`src/rtl/tt_noc_pkg.sv`:
```
// Shared NoC definitions: flit type codes, sink FSM states and flit field positions.
// Used by both the sink depacketizer and the source packetizer.
package tt_noc_pkg;

    typedef enum logic [1:0] {
        FLIT_BODY   = 2'b00,
        FLIT_TAIL   = 2'b01,
        FLIT_HEAD   = 2'b10,
        FLIT_SINGLE = 2'b11
    } flit_type_e;

    typedef enum logic [1:0] {
        IDLE    = 2'b00,
        TIME    = 2'b01,
        PAYLOAD = 2'b10,
        DROP    = 2'b11
    } sink_state_e;

    localparam int FLIT_W        = 34;
    localparam int FLIT_TYPE_MSB = 33;
    localparam int FLIT_TYPE_LSB = 32;
    localparam int PORTID_MSB    = 31;
    localparam int PORTID_LSB    = 24;

endpackage

```
`src/rtl/tt_sink_depacketizer.sv`:
```
// NoC sink: decodes HEAD/timestamp/payload/TAIL flits into port id, payload words,
// end-of-packet and transit latency, flagging malformed sequences as protocol errors.
module tt_sink_depacketizer
    import tt_noc_pkg::*;
#(
    parameter int FLIT_DATA_WIDTH = 32,
    parameter int FLIT_TYPE_WIDTH = 2,
    parameter int VCHANNELS       = 1,
    parameter int MAX_PAYLOAD     = 16
) (
    input  logic                                     clk,
    input  logic                                     reset_globle,
    input  logic [FLIT_TYPE_WIDTH+FLIT_DATA_WIDTH-1:0] flit_sink,
    input  logic [VCHANNELS-1:0]                     valid_sink,
    output logic [VCHANNELS-1:0]                     ready_sink,
    input  logic [63:0]                              GTB,
    output logic                                     portid_valid,
    output logic [7:0]                               sink_portid,
    output logic                                     write_en,
    output logic [31:0]                              sink_dataout,
    output logic                                     sink_terminate,
    output logic [31:0]                              rx_latency,
    output logic                                     latency_valid,
    output logic                                     proto_err,
    output logic [15:0]                              err_count
);

    localparam int CNT_W = $clog2(MAX_PAYLOAD + 1);
    localparam logic [CNT_W-1:0] CNT_MAX = CNT_W'(MAX_PAYLOAD);

    function automatic logic [15:0] sat_inc16(input logic [15:0] v);
        return (v == 16'hFFFF) ? v : v + 16'd1;
    endfunction

    sink_state_e          state_p1, state_nxt;
    logic [CNT_W-1:0]     cnt_p1, cnt_nxt;
    logic [31:0]          ts_p1, ts_nxt;
    logic                 rdy_arm_p1;
    logic [VCHANNELS-1:0] rdy_nxt;

    logic        pv_nxt, wr_nxt, term_nxt, lv_nxt, err_nxt;
    logic [7:0]  portid_nxt;
    logic [31:0] dout_nxt, lat_nxt;
    logic [15:0] errcnt_nxt;

    flit_type_e  ftype;
    logic [31:0] data;
    logic [31:0] now;
    logic        accept;
    logic        unused_gtb;

    assign ftype      = flit_type_e'(flit_sink[FLIT_TYPE_MSB:FLIT_TYPE_LSB]);
    assign data       = flit_sink[31:0];
    assign now        = GTB[31:0];
    assign accept     = valid_sink[0] & ready_sink[0];
    assign unused_gtb = ^GTB[63:32];

    // Only VC0 is served; ready rises on the second edge after reset release.
    always_comb begin
        rdy_nxt    = '0;
        rdy_nxt[0] = rdy_arm_p1;
    end

    always_comb begin
        state_nxt  = state_p1;
        cnt_nxt    = cnt_p1;
        ts_nxt     = ts_p1;
        pv_nxt     = 1'b0;
        wr_nxt     = 1'b0;
        term_nxt   = 1'b0;
        lv_nxt     = 1'b0;
        err_nxt    = 1'b0;
        portid_nxt = sink_portid;
        dout_nxt   = sink_dataout;
        lat_nxt    = rx_latency;

        if (accept) begin
            case (state_p1)
                IDLE, DROP: begin
                    case (ftype)
                        FLIT_HEAD: begin
                            pv_nxt     = 1'b1;
                            portid_nxt = data[PORTID_MSB:PORTID_LSB];
                            state_nxt  = TIME;
                        end
                        FLIT_SINGLE: begin
                            state_nxt = IDLE;
                            if (state_p1 == IDLE) begin
                                pv_nxt     = 1'b1;
                                portid_nxt = data[PORTID_MSB:PORTID_LSB];
                                term_nxt   = 1'b1;
                            end
                        end
                        default: begin
                            // Stray BODY/TAIL is an error when idle; while dropping, TAIL ends the drop
                            if (state_p1 == IDLE)
                                err_nxt = 1'b1;
                            else if (ftype == FLIT_TAIL)
                                state_nxt = IDLE;
                        end
                    endcase
                end
                default: begin
                    case (ftype)
                        FLIT_HEAD: begin
                            err_nxt    = 1'b1;
                            term_nxt   = 1'b1;
                            pv_nxt     = 1'b1;
                            portid_nxt = data[PORTID_MSB:PORTID_LSB];
                            state_nxt  = TIME;
                        end
                        FLIT_SINGLE: begin
                            err_nxt   = 1'b1;
                            term_nxt  = 1'b1;
                            state_nxt = IDLE;
                        end
                        FLIT_BODY: begin
                            if (state_p1 == TIME) begin
                                ts_nxt    = data;
                                cnt_nxt   = '0;
                                state_nxt = PAYLOAD;
                            end else if (cnt_p1 == CNT_MAX) begin
                                err_nxt   = 1'b1;
                                term_nxt  = 1'b1;
                                state_nxt = DROP;
                            end else begin
                                wr_nxt   = 1'b1;
                                dout_nxt = data;
                                cnt_nxt  = cnt_p1 + CNT_W'(1);
                            end
                        end
                        default: begin
                            term_nxt  = 1'b1;
                            lv_nxt    = 1'b1;
                            state_nxt = IDLE;
                            // Modulo-2^32 subtraction keeps latency correct across GTB wrap
                            if (state_p1 == TIME) begin
                                ts_nxt  = data;
                                lat_nxt = now - data;
                            end else begin
                                wr_nxt   = 1'b1;
                                dout_nxt = data;
                                lat_nxt  = now - ts_p1;
                            end
                        end
                    endcase
                end
            endcase
        end

        errcnt_nxt = err_nxt ? sat_inc16(err_count) : err_count;
    end

    always_ff @(posedge clk or posedge reset_globle) begin
        if (reset_globle) begin
            state_p1       <= IDLE;
            cnt_p1         <= '0;
            ts_p1          <= '0;
            rdy_arm_p1     <= 1'b0;
            ready_sink     <= '0;
            portid_valid   <= 1'b0;
            sink_portid    <= '0;
            write_en       <= 1'b0;
            sink_dataout   <= '0;
            sink_terminate <= 1'b0;
            rx_latency     <= '0;
            latency_valid  <= 1'b0;
            proto_err      <= 1'b0;
            err_count      <= '0;
        end else begin
            state_p1       <= state_nxt;
            cnt_p1         <= cnt_nxt;
            ts_p1          <= ts_nxt;
            rdy_arm_p1     <= 1'b1;
            ready_sink     <= rdy_nxt;
            portid_valid   <= pv_nxt;
            sink_portid    <= portid_nxt;
            write_en       <= wr_nxt;
            sink_dataout   <= dout_nxt;
            sink_terminate <= term_nxt;
            rx_latency     <= lat_nxt;
            latency_valid  <= lv_nxt;
            proto_err      <= err_nxt;
            err_count      <= errcnt_nxt;
        end
    end

endmodule

```
`config.mk`:
```
export PLATFORM = sky130hd
export DESIGN_NAME = tt_sink_depacketizer
export DESIGN_NICKNAME = d
export VERILOG_FILES = /design/src/rtl/tt_noc_pkg.sv /design/src/rtl/tt_sink_depacketizer.sv
export SDC_FILE = /design/constraint.sdc
export NUM_CORES = 1
export LEC_CHECK = 0
export ABC_AREA = 1
export ABC_CLOCK_PERIOD_IN_PS = 12600
export CORE_ASPECT_RATIO = 1.2
export CORE_MARGIN = 2
export CORE_UTILIZATION = 42
export CTS_CLUSTER_SIZE = 16
export DETAILED_ROUTE_END_ITERATION = 6
export PLACE_DENSITY = 0.73
export SYNTH_ARGS = -nofsm -noshare
export SYNTH_HDL_FRONTEND = slang
export SYNTH_SLANG_ARGS = --single-unit
```
`constraint.sdc`:
```
create_clock -name clk -period 12.6 [get_ports clk]
set_clock_uncertainty 0.2 [all_clocks]
set_input_delay 1.89 -clock clk [delete_from_list [all_inputs] [get_ports clk]]
set_output_delay 1.89 -clock clk [all_outputs]
set_load 0.005 [all_outputs]
```
==> summary.md, run 1 <==
| Metric | Value |
|---|---|
| Outcome | `completed` |
| Async set-reset flop share out of synthesis | `1.00` |
| Synth top area cells | `dfrtp_1, nand2_1, inv_1` |
| Netlist Area Pre-Place | `0.00809 mm²` |
| Relative slew slack | `0.317` |
| Drt wl/cell | `13.6 µm` |
| Crit-path slowest cell | `nor3_4` |
| Crit Reg-Reg Startpoint | `state_p1[1]` |
| Cells along the critical path | `clkdlybuf4s50_1, nand2_1, nor3_4, inv_2, a21oi_1, o21ai_0, nand2_1` |
| Drt drc | `0` |
| Final Hold Fails | `0` |
| H-Tree Level Count | `4` |
| DRT Pass-1 Iters | `5` |
| Final setup vio count | `0` |
| Most frequent cell on the critical path | `nand2_1` |
| Total track usage | `0.221` |
| Slowest cell delay on critical path | `0.84 ns` |
| Cell taking the most area after synthesis | `dfrtp_1` |
| Cts hold-fix bufs | `0` |
| Total gr overflow | `0` |
| Width of the chip | `131 µm` |
| CTS Buf Count | `17` |
| Post-DR vias/cell | `4.81` |
| Crit. End Element | `flop` |
| Power, Total | `2.62 mW` |
| Most common cell after layout, fill and taps aside | `nand2_1` |
| Least-Margin Pin Slew | `1.02 ns` |
| Setup crit start kind | `input port` |
| Worst Setup SP | `valid_sink` |
| CTS tree | `yes` |
| Min-delay src | `rdy_arm_p1` |
| Critical path data required time | `12.76 ns` |
| CP arrival | `4.38 ns` |
| CP top delay family | `simple AND/OR/NAND/NOR gates` |
| Root buf cell | `clkbuf_16` |
| Syn Area/Cell | `6.98 µm²` |
| Synth Warn # | `0` |
| Mapped Nets | `1,297` |
| Global-route wire length before repair | `35,000 µm` |
| Max Freq | `236 MHz` |
| Hold Path Sink | `ready_sink` |
| HPWL after DPL | `16,300 µm` |
| Max-cap violations | `0` |
| Clock tree sinks | `134` |
| Main synth FF type | `dfrtp_1` |
| Tcrit/Tclk final | `0.336` |
| Synth top area share | `0.415` |
| Pin count of the biggest net entering global routing | `69` |
| Final Max Slew Viols | `0` |
| Worst-Skew Late Latency | `0.43 ns` |
| Die height | `156 µm` |
| GP Congestion | `0.926` |
| Leak | `5.37 nW` |
| Maximum clock insertion buffer count | `2` |
| Post-synth cell types | `36` |
| Vias | `7,611` |
| Starting Density | `0.429` |
| Number of global-route vias before repair | `7,109` |
| Starting DRT DRC Count | `621` |
| Port bufs | `162` |
| Hold Path Depth | `0` |
| Site row count | `55` |
| Share of post-route cells with drive strength above 1 | `0.0340` |
| Initial antenna violation count | `1` |
| Final Net Count | `1,450` |
| Synthesis-to-layout area growth | `30.4%` |
| CTS resizes | `0` |
| Post-CTS setup buffers | `0` |
| Fin Hold WS | `0.149 ns` |
| Number of enable flip-flop cells after synthesis | `0` |
| Area of the core | `0.0189 mm²` |
| Crit Path Category | `input port to flop` |
| Worst hold path type | `flop to flop` |
| Ports | `195` |
| Post-synthesis sequential area ratio | `0.415` |
| Worst reg2reg path depth | `18` |
| Clk slew on worst S/H paths | `0.06 ns` |
| Most frequent cells in the layout | `nand2_1, inv_1, clkdlybuf4s50_1` |
| RSZ-0062 raised after global routing | `false` |
| Reg2reg end | `rx_latency[28]` |
| Tmin final | `4.23 ns` |
| Worst path bufs/invs | `2` |
| Final wirelength | `21,600 µm` |
| Die area | `0.0204 mm²` |
| Syn Inst Count | `1,159` |
| Worst VDD drop | `0.000113 V` |
| #FFs+latches synth | `134` |
| Pwr/cell area | `248 mW/mm²` |
| Flop-to-flop setup slack | `8.74 ns` |
| Post-route ant nets | `0` |
| Worst-path fanout max | `46` |
| Setup TNS | `0 ns` |
[power breakdown]
part	switching (mW)	internal, mW
sequential	0.0963	0.602
clock	0.202	0.319
combinational	0.799	0.599
total	1.10	1.52
[stage by stage]
step / util / worst slack (ns) / cell area (µm²) / instances
floorplan: - / 6.93 / 8090 / 1159
global placement: 0.526 / 7.91 / 9920 / 1549
detailed placement: 0.526 / 7.91 / 9920 / 1549
CTS: 0.559 / 8.36 / 10500 / 1581
global route: 0.559 / 8.12 / 10500 / 1582
finish: 0.559 / 8.37 / 10500 / 1582
[state kept, by name (all words and copies together) (netlist names)]
signal,cells
cnt_p1,5
rx_latency,32
ts_p1,32
write_en,1
sink_dataout,32
sink_terminate,1
latency_valid,1
portid_valid,1
sink_portid,8
err_count,16
state_p1,2
ready_sink,1
proto_err,1
rdy_arm_p1,1
[worst register-to-register path: stages, from the launching register on]
cell      delay [ns]
dfrtp_1         0.36
inv_1           0.09
ha_2            0.17
buf_4           0.48
clkinv_1        0.48
nand2_1         0.15
o21ai_0         0.16
ha_1            0.25
fa_1            0.39
inv_1           0.15
nand3_1         0.09
nand3_1         0.15
nand3_1         0.09
nand3_1         0.20
nand2_1         0.11
nand2_1         0.08
nand2_1         0.04
nand3_1         0.07
nand2_1         0.05
[cell families after synthesis]
| family | after synthesis | synth area share |
|---|---|---|
| other cells | 1 | 0.000464 |
| simple gates | 588 | 0.292 |
| buf+inv | 207 | 0.100 |
| compound gates | 164 | 0.104 |
| fa+ha+maj | 37 | 0.0582 |
| flops | 134 | 0.415 |
| xor+xnor | 28 | 0.0303 |
[worst max-delay path by stage]
stage / endpoint / cells after the start
after floorplan: cnt_p1[0] / 1
after global placement: rx_latency[7] / 7
after detailed placement: rx_latency[7] / 7
after CTS: rx_latency[7] / 7
after global routing: rx_latency[7] / 7
final: rx_latency[7] / 7
[per-layer routing]
metal,global-route usage,up-vias,share of wire
met2,0.366,181,0.49
met5,0,-,0
met1,0.284,3484,0.44
li1,-,3914,-
met3,0.0463,32,0.049
met4,0.0780,0,0.024
[cell usage after synthesis, drive strengths merged, types with 3 or more instances]
cell and number:
buf 11, nor3 10, clkbuf 20, o21ai 128, nand2 449, nand3 53, nor2 61, a21oi 27
xor2 7, o21bai 3, dfrtp 134, nand4 8, nand3b 4, inv 175, xnor2 21, ha 36
[cell type report]
type                            count  area (µm²)
Sequential cell                   134        3350
Inverter                          176         666
Tap cell                          256         320
Timing Repair Buffer              165        1640
Multi-Input combinational cell    818        3940
Fill cell                        1822        8310
Antenna cell                        1        2.50
Clock inverter                     13         173
Clock buffer                       19         443
Note: power is estimated with default switching activity, not from simulation.
==> run 2, diff against run 1 <==
--- a/config.mk
+++ b/config.mk
@@ -6,7 +6,7 @@
 export NUM_CORES = 1
 export LEC_CHECK = 0
 export ABC_AREA = 1
-export ABC_CLOCK_PERIOD_IN_PS = 12600
+export ABC_CLOCK_PERIOD_IN_PS = 3900
 export CORE_ASPECT_RATIO = 1.2
 export CORE_MARGIN = 2
 export CORE_UTILIZATION = 42
==> constraint.sdc (replaced) <==
create_clock -name clk -period 3.9 [get_ports clk]
set_clock_uncertainty 0.2 [all_clocks]
set_input_delay 0.585 -clock clk [delete_from_list [all_inputs] [get_ports clk]]
set_output_delay 0.585 -clock clk [all_outputs]
set_load 0.005 [all_outputs]
==> summary.md, run 2 (synthesis results as in run 1) <==
| Metric | Value |
|---|---|
| CP arrival | `3.28 ns (-1.10 ns)` |
| Crit Path Category | `flop to flop` |
| Max Freq | `316 MHz` |
| Width of the chip | `131 µm (unchanged)` |
| Power, Total | `8.48 mW (+220%)` |
| Max-cap violations | `0 (unchanged)` |
| Final Max Slew Viols | `0 (unchanged)` |
| Number of global-route vias before repair | `7,343 (+3.3%)` |
| GP Congestion | `0.916 (-1.0%)` |
| Worst-path fanout max | `10 (-78%)` |
| Total gr overflow | `0 (unchanged)` |
| Worst slack, placed | `0.689 ns (-7.22 ns)` |
| CTS resizes | `0 (unchanged)` |
| Clk slew on worst S/H paths | `0.06 ns (about the same)` |
| Total track usage | `0.226 (+0.00492)` |
| Wire length on met3 | `1140 µm (+8.0%)` |
| CTS Buf Count | `17 (unchanged)` |
| Min-delay src | `rdy_arm_p1` |
| Starting DRT DRC Count | `518 (-17%)` |
| Met2 wire len | `11,000 µm (+4.1%)` |
| Post-route ant nets | `0 (unchanged)` |
| Worst reg2reg path depth | `17 (-1)` |
| Ports | `195 (unchanged)` |
| Final WS setup | `0.739 ns (-7.63 ns)` |
| Die height | `156 µm (unchanged)` |
| Cts hold-fix bufs | `0 (unchanged)` |
| Critical path data required time | `4.02 ns (-8.74 ns)` |
| Reg2reg end | `rx_latency[28]` |
| Ant diodes | `0 (-1)` |
| Worst-Skew Late Latency | `0.43 ns (about the same)` |
| Leak | `5.37 nW (about the same)` |
| Flop-to-flop setup slack | `0.74 ns (-8.00 ns)` |
| Root buf cell | `clkbuf_16` |
| Crit Reg-Reg Startpoint | `state_p1[1]` |
| Clock tree sinks | `134 (unchanged)` |
| RSZ-0062 raised after global routing | `false` |
| Final setup vio count | `0 (unchanged)` |
| Die area | `0.0204 mm² (unchanged)` |
| Port bufs | `162 (unchanged)` |
| Initial antenna violation count | `0 (-1)` |
| Tcrit/Tclk final | `0.810` |
| Post-DR vias/cell | `4.84 (+0.68%)` |
| H-Tree Level Count | `4 (unchanged)` |
| Starting Density | `0.429 (unchanged)` |
| Setup TNS | `0 ns (unchanged)` |
| Pin count of the biggest net entering global routing | `66 (-4.3%)` |
| Drt wl/cell | `14.0 µm (+2.4%)` |
| Setup crit start kind | `flop` |
| Drt drc | `0 (unchanged)` |
| Worst VDD drop | `0.000315 V (+180%)` |
| Hold Path Sink | `ready_sink` |
| Final wirelength | `22,100 µm (+2.6%)` |
| CTS tree | `yes` |
| Synthesis-to-layout area growth | `30.7%` |
| Worst hold path type | `flop to flop` |
| Outcome | `completed` |
| Least-Margin Pin Slew | `1.05 ns (+0.0266 ns)` |
| DRT Pass-1 Iters | `6 (+1)` |
| Hold Path Depth | `0 (unchanged)` |
| Final Net Count | `1,455 (+0.34%)` |
| Most common cell after layout, fill and taps aside | `nand2_1` |
| Site row count | `55 (unchanged)` |
| Crit. End Element | `flop` |
| Pwr/cell area | `802 mW/mm² (+220%)` |
| Top Registers | `rx_latency: 32 flops, sink_dataout: 32 flops, ts_p1: 32 flops` |
| Area of the core | `0.0189 mm² (unchanged)` |
| HPWL after DPL | `16,800 µm (+3.1%)` |
| Maximum clock insertion buffer count | `2 (unchanged)` |
| Vias | `7,677 (+0.87%)` |
| Tmin final | `3.16 ns` |
| Top sig layer | `met4` |
| Share of post-route cells with drive strength above 1 | `0.0369 (+0.00291)` |
| Post-CTS setup buffers | `0 (unchanged)` |
| Final Hold Fails | `0 (unchanged)` |
| Most frequent cells in the layout | `nand2_1, inv_1, clkdlybuf4s50_1` |
| Global-route wire length before repair | `35,700 µm (+2.0%)` |
| Relative slew slack | `0.299 (-0.0178)` |
| Metal1 wirelength | `9450 µm (+0.13%)` |
| Fillers | `1,783 (-2.1%)` |
run 2: worst max-delay path, cell delays in order, from the launching register on:
cell and delay (ns):
dfrtp_1 0.35, inv_1 0.09, ha_2 0.20, clkinv_1 0.26, nand2_1 0.13, o21ai_0 0.15, ha_1 0.25, fa_1 0.40
inv_1 0.15, nand3_1 0.09, nand3_1 0.15, nand3_1 0.09, nand3_1 0.19, nand2_1 0.10, nand2_1 0.08, nand2_1 0.04
nand3_1 0.06, nand2_1 0.05
run 2: stage by stage:
step	hold WS, ns	std cells	utilization	area (µm²)
2_1_floorplan	0.131	1159	-	8090
3_3_place_gp	0.138	1554	0.529	9970
3_5_place_dp	0.140	1554	0.529	9970
4_1_cts	0.155	1585	0.561	10600
5_1_grt	0.155	1585	0.561	10600
6_report	0.152	1585	0.561	10600
run 2: power breakdown:
part	internal, mW	total, mW	switching [mW]
Combinational	1.95	4.55	2.60
Sequential	1.94	2.25	0.310
Clock	1.04	1.68	0.643
run 2: worst max-delay path by stage:
stage | from | end | slack, ns | cells after the start
3_3_place_gp | flit_sink[0] | rx_latency[28] | 0.75 | 15
3_5_place_dp | flit_sink[0] | rx_latency[20] | 0.69 | 15
4_1_cts | state_p1[1] | rx_latency[28] | 0.73 | 17
5_1_grt | state_p1[1] | rx_latency[28] | 0.40 | 17
6_report | state_p1[1] | rx_latency[28] | 0.74 | 17
2_1_floorplan | state_p1[1] | rx_latency[21] | 1.31 | 17
run 2: layout make-up:
type,count,area (µm²),area share
inverter,176,664,0.0628
tap,256,320,0.0303
timing repair buffer,170,1690,0.160
multi-input combinational,818,3930,0.372
clock buffer,20,457,0.0432
clock inverter,11,150,0.0142
sequential,134,3350,0.317
run 2: metal layers:
layer,global-route usage,vias up
met4,0.0816,0
met2,0.382,208
met3,0.0436,32
li1,-,3923
met5,0,-
met1,0.285,3514
==> run 3, diff against run 2 <==
--- a/config.mk
+++ b/config.mk
@@ -6,7 +6,7 @@
 export NUM_CORES = 1
 export LEC_CHECK = 0
 export ABC_AREA = 1
-export ABC_CLOCK_PERIOD_IN_PS = 3900
+export ABC_CLOCK_PERIOD_IN_PS = 3000
 export CORE_ASPECT_RATIO = 1.2
 export CORE_MARGIN = 2
 export CORE_UTILIZATION = 42
==> constraint.sdc (replaced) <==
create_clock -name clk -period 3 [get_ports clk]
set_clock_uncertainty 0.2 [all_clocks]
set_input_delay 0.45 -clock clk [delete_from_list [all_inputs] [get_ports clk]]
set_output_delay 0.45 -clock clk [all_outputs]
set_load 0.005 [all_outputs]
==> summary.md, run 3 (synthesis results as in run 1) <==
| Metric | Value |
|---|---|
| Max Freq | `356 MHz (+13%)` |
| Post-CTS setup buffers | `0 (unchanged)` |
| Global-route wire length before repair | `35,600 µm (-0.29%)` |
| Worst reg2reg path depth | `17 (unchanged)` |
| Hold Path Depth | `0 (unchanged)` |
| Worst-path fanout max | `4 (-6)` |
| Worst-Skew Late Latency | `0.43 ns (about the same)` |
| Most common cell after layout, fill and taps aside | `nand2_1` |
| Worst hold path type | `flop to flop` |
| Share of post-route cells with drive strength above 1 | `0.0603 (+0.0234)` |
| Clock tree sinks | `134 (unchanged)` |
| Die area | `0.0204 mm² (unchanged)` |
| GR Util met1 | `0.281 (-0.00381)` |
| Root buf cell | `clkbuf_16` |
| Worst VDD drop | `0.000458 V (+46%)` |
| Power, Total | `11.1 mW (+31%)` |
| Pwr/cell area | `1030 mW/mm² (+28%)` |
| Outcome | `completed` |
| Fin Hold WS | `0.152 ns (-0.000168 ns)` |
| Critical path data required time | `3.11 ns (-0.91 ns)` |
| Seq pwr share | `0.264 (-0.002)` |
| Switching part of the total | `0.421 (+0.00224)` |
| Slowest cell delay on critical path | `0.40 ns (about the same)` |
| Site row count | `55 (unchanged)` |
| Leak | `5.50 nW (+2.4%)` |
| Crit Reg-Reg Startpoint | `state_p1[1]` |
| Relative slew slack | `0.501 (+0.201)` |
| Total gr overflow | `0 (unchanged)` |
| Number of global-route vias before repair | `7,310 (-0.45%)` |
| Internal | `6.43 mW (+30%)` |
| Post-route ant nets | `0 (unchanged)` |
| Total track usage | `0.225 (-0.000832)` |
| CTS Buf Count | `17 (unchanged)` |
| GR Util met2 | `0.380 (-0.00198)` |
| Switch Pwr | `4.67 mW (+32%)` |
| Final Net Count | `1,485 (+2.1%)` |
| Post-DR vias/cell | `4.75 (-1.9%)` |
| Hold Path Sink | `ready_sink` |
| Crit Path Category | `flop to flop` |
| Port bufs | `162 (unchanged)` |
| Fillers | `1,816 (+1.9%)` |
| Final Max Slew Viols | `0 (unchanged)` |
| RSZ-0062 raised after global routing | `false` |
| Least-Margin Pin Slew | `0.748 ns (-0.299 ns)` |
| Initial antenna violation count | `0 (unchanged)` |
| Tcrit/Tclk final | `0.936 (+0.126)` |
| Clk pwr share | `0.172 (-0.026)` |
| Synthesis-to-layout area growth | `33.2%` |
| Min-delay src | `rdy_arm_p1` |
| Crit-path slowest cell | `fa_1` |
| Die height | `156 µm (unchanged)` |
| Maximum clock insertion buffer count | `2 (unchanged)` |
| Cts hold-fix bufs | `0 (unchanged)` |
| Multi-input gate area | `0.00395 mm² (+0.38%)` |
| Flop-to-flop setup slack | `0.19 ns (-0.55 ns)` |
| CTS tree | `yes` |
| Tmin final | `2.81 ns (-0.353 ns)` |
| GR peak layer | `met2` |
| DRT Pass-1 Iters | `5 (-1)` |
| Drt wl/cell | `13.6 µm (-2.8%)` |
| Ant diodes | `0 (unchanged)` |
| Cells along the critical path | `inv_1, ha_4, clkinv_1, nand2_1, o21ai_0, ha_1, fa_1, inv_2, nand2_1, nand3_1, nand2_1, nand2_1, nand2_1, nand2_1, nand2_1, nand3_1, nand2_1` |
| HPWL after DPL | `17,000 µm (+1.2%)` |
| Max-cap violations | `0 (unchanged)` |
| Met3 GRT Util | `0.0429 (-0.000686)` |
| Starting DRT DRC Count | `507 (-2.1%)` |
| H-Tree Level Count | `4 (unchanged)` |
| Clk slew on worst S/H paths | `0.06 ns (about the same)` |
| Vias | `7,681 (+0.052%)` |
| Worst path bufs/invs | `3 (unchanged)` |
| Final wirelength | `21,900 µm (-0.85%)` |
| Pin count of the biggest net entering global routing | `66 (unchanged)` |
| CP arrival | `2.92 ns (-0.36 ns)` |
| Ports | `195 (unchanged)` |
| Top Registers | `rx_latency: 32 flops, sink_dataout: 32 flops, ts_p1: 32 flops` |
| Reg area | `0.00335 mm² (unchanged)` |
| Crit. End Element | `flop` |
| Most frequent cells in the layout | `nand2_1, inv_1, clkdlybuf4s50_1` |
| Drt drc | `0 (unchanged)` |
| Reg2reg end | `rx_latency[30]` |
| Most frequent cell on the critical path | `nand2_1` |
| Final Hold Fails | `0 (unchanged)` |
| Final setup vio count | `0 (unchanged)` |
| Starting Density | `0.429 (unchanged)` |
| Setup crit start kind | `flop` |
| GP Congestion | `0.910 (-0.64%)` |
| Width of the chip | `131 µm (unchanged)` |
| CP top delay family | `adder cells` |
| Combinational power share | `0.564 (+0.028)` |
| CTS resizes | `0 (unchanged)` |
| Area of the core | `0.0189 mm² (unchanged)` |
-- run 3: layout make-up --
cell class	count	share of cell area
multi-input cells	818	0.367
flip-flops and latches	134	0.311
repair buffers	200	0.181
inverters	176	0.0617
clock buffers	18	0.0399
well taps	256	0.0297
clock inverters	14	0.00964
-- run 3: worst max path at each step --
stage                           to    startpoint  cells past startpoint  slack, ns
global placement    rx_latency[28]  flit_sink[0]                     15       0.04
finish              rx_latency[30]   state_p1[1]                     17       0.19
global route        rx_latency[28]   state_p1[1]                     17      0.007
CTS                 rx_latency[28]   state_p1[1]                     17       0.04
floorplan           rx_latency[21]   state_p1[1]                     17       0.41
detailed placement  rx_latency[28]  flit_sink[0]                     15     -0.002
-- run 3: through the flow --
step | TNS [ns] | setup WS [ns] | instance area (µm²) | instances | util
after global routing | 0 | 0.00726 | 10800 | 1616 | 0.571
after detailed placement | -0.00232 | -0.00232 | 10200 | 1584 | 0.542
after global placement | 0 | 0.0370 | 10200 | 1584 | 0.542
after CTS | 0 | 0.0444 | 10700 | 1616 | 0.570
after floorplan | 0 | 0.413 | 8090 | 1159 | -
final | 0 | 0.192 | 10800 | 1616 | 0.571
-- run 3: layer usage --
layer | share of wire | routed length (µm) | vias up
met5 | 0 | 0 | -
met4 | 0.029 | 637 | 0
met3 | 0.046 | 1010 | 40
met2 | 0.49 | 10800 | 178
met1 | 0.43 | 9520 | 3473
li1 | - | - | 3990
-- run 3: worst reg2reg max path: cells and delay by family, from the launching register on --
kind	cells	cell delay, ns
adders and majority gates	3	0.83
and+or+nand+nor	10	0.83
DFF	1	0.36
buffers and inverters	3	0.34
AOI/OAI and AO/OA	1	0.14
-- run 3: power groups by stage --
stage | clock, mW | sequential (mW) | combinational [mW]
finish | 1.91 | 2.93 | 6.26
global route | 2.04 | 3.02 | 7.09
CTS | 1.96 | 2.93 | 6.25
detailed placement | 0 | 2.95 | 6.23
global placement | 0 | 2.92 | 6.13
floorplan | 0 | 2.94 | 3.75
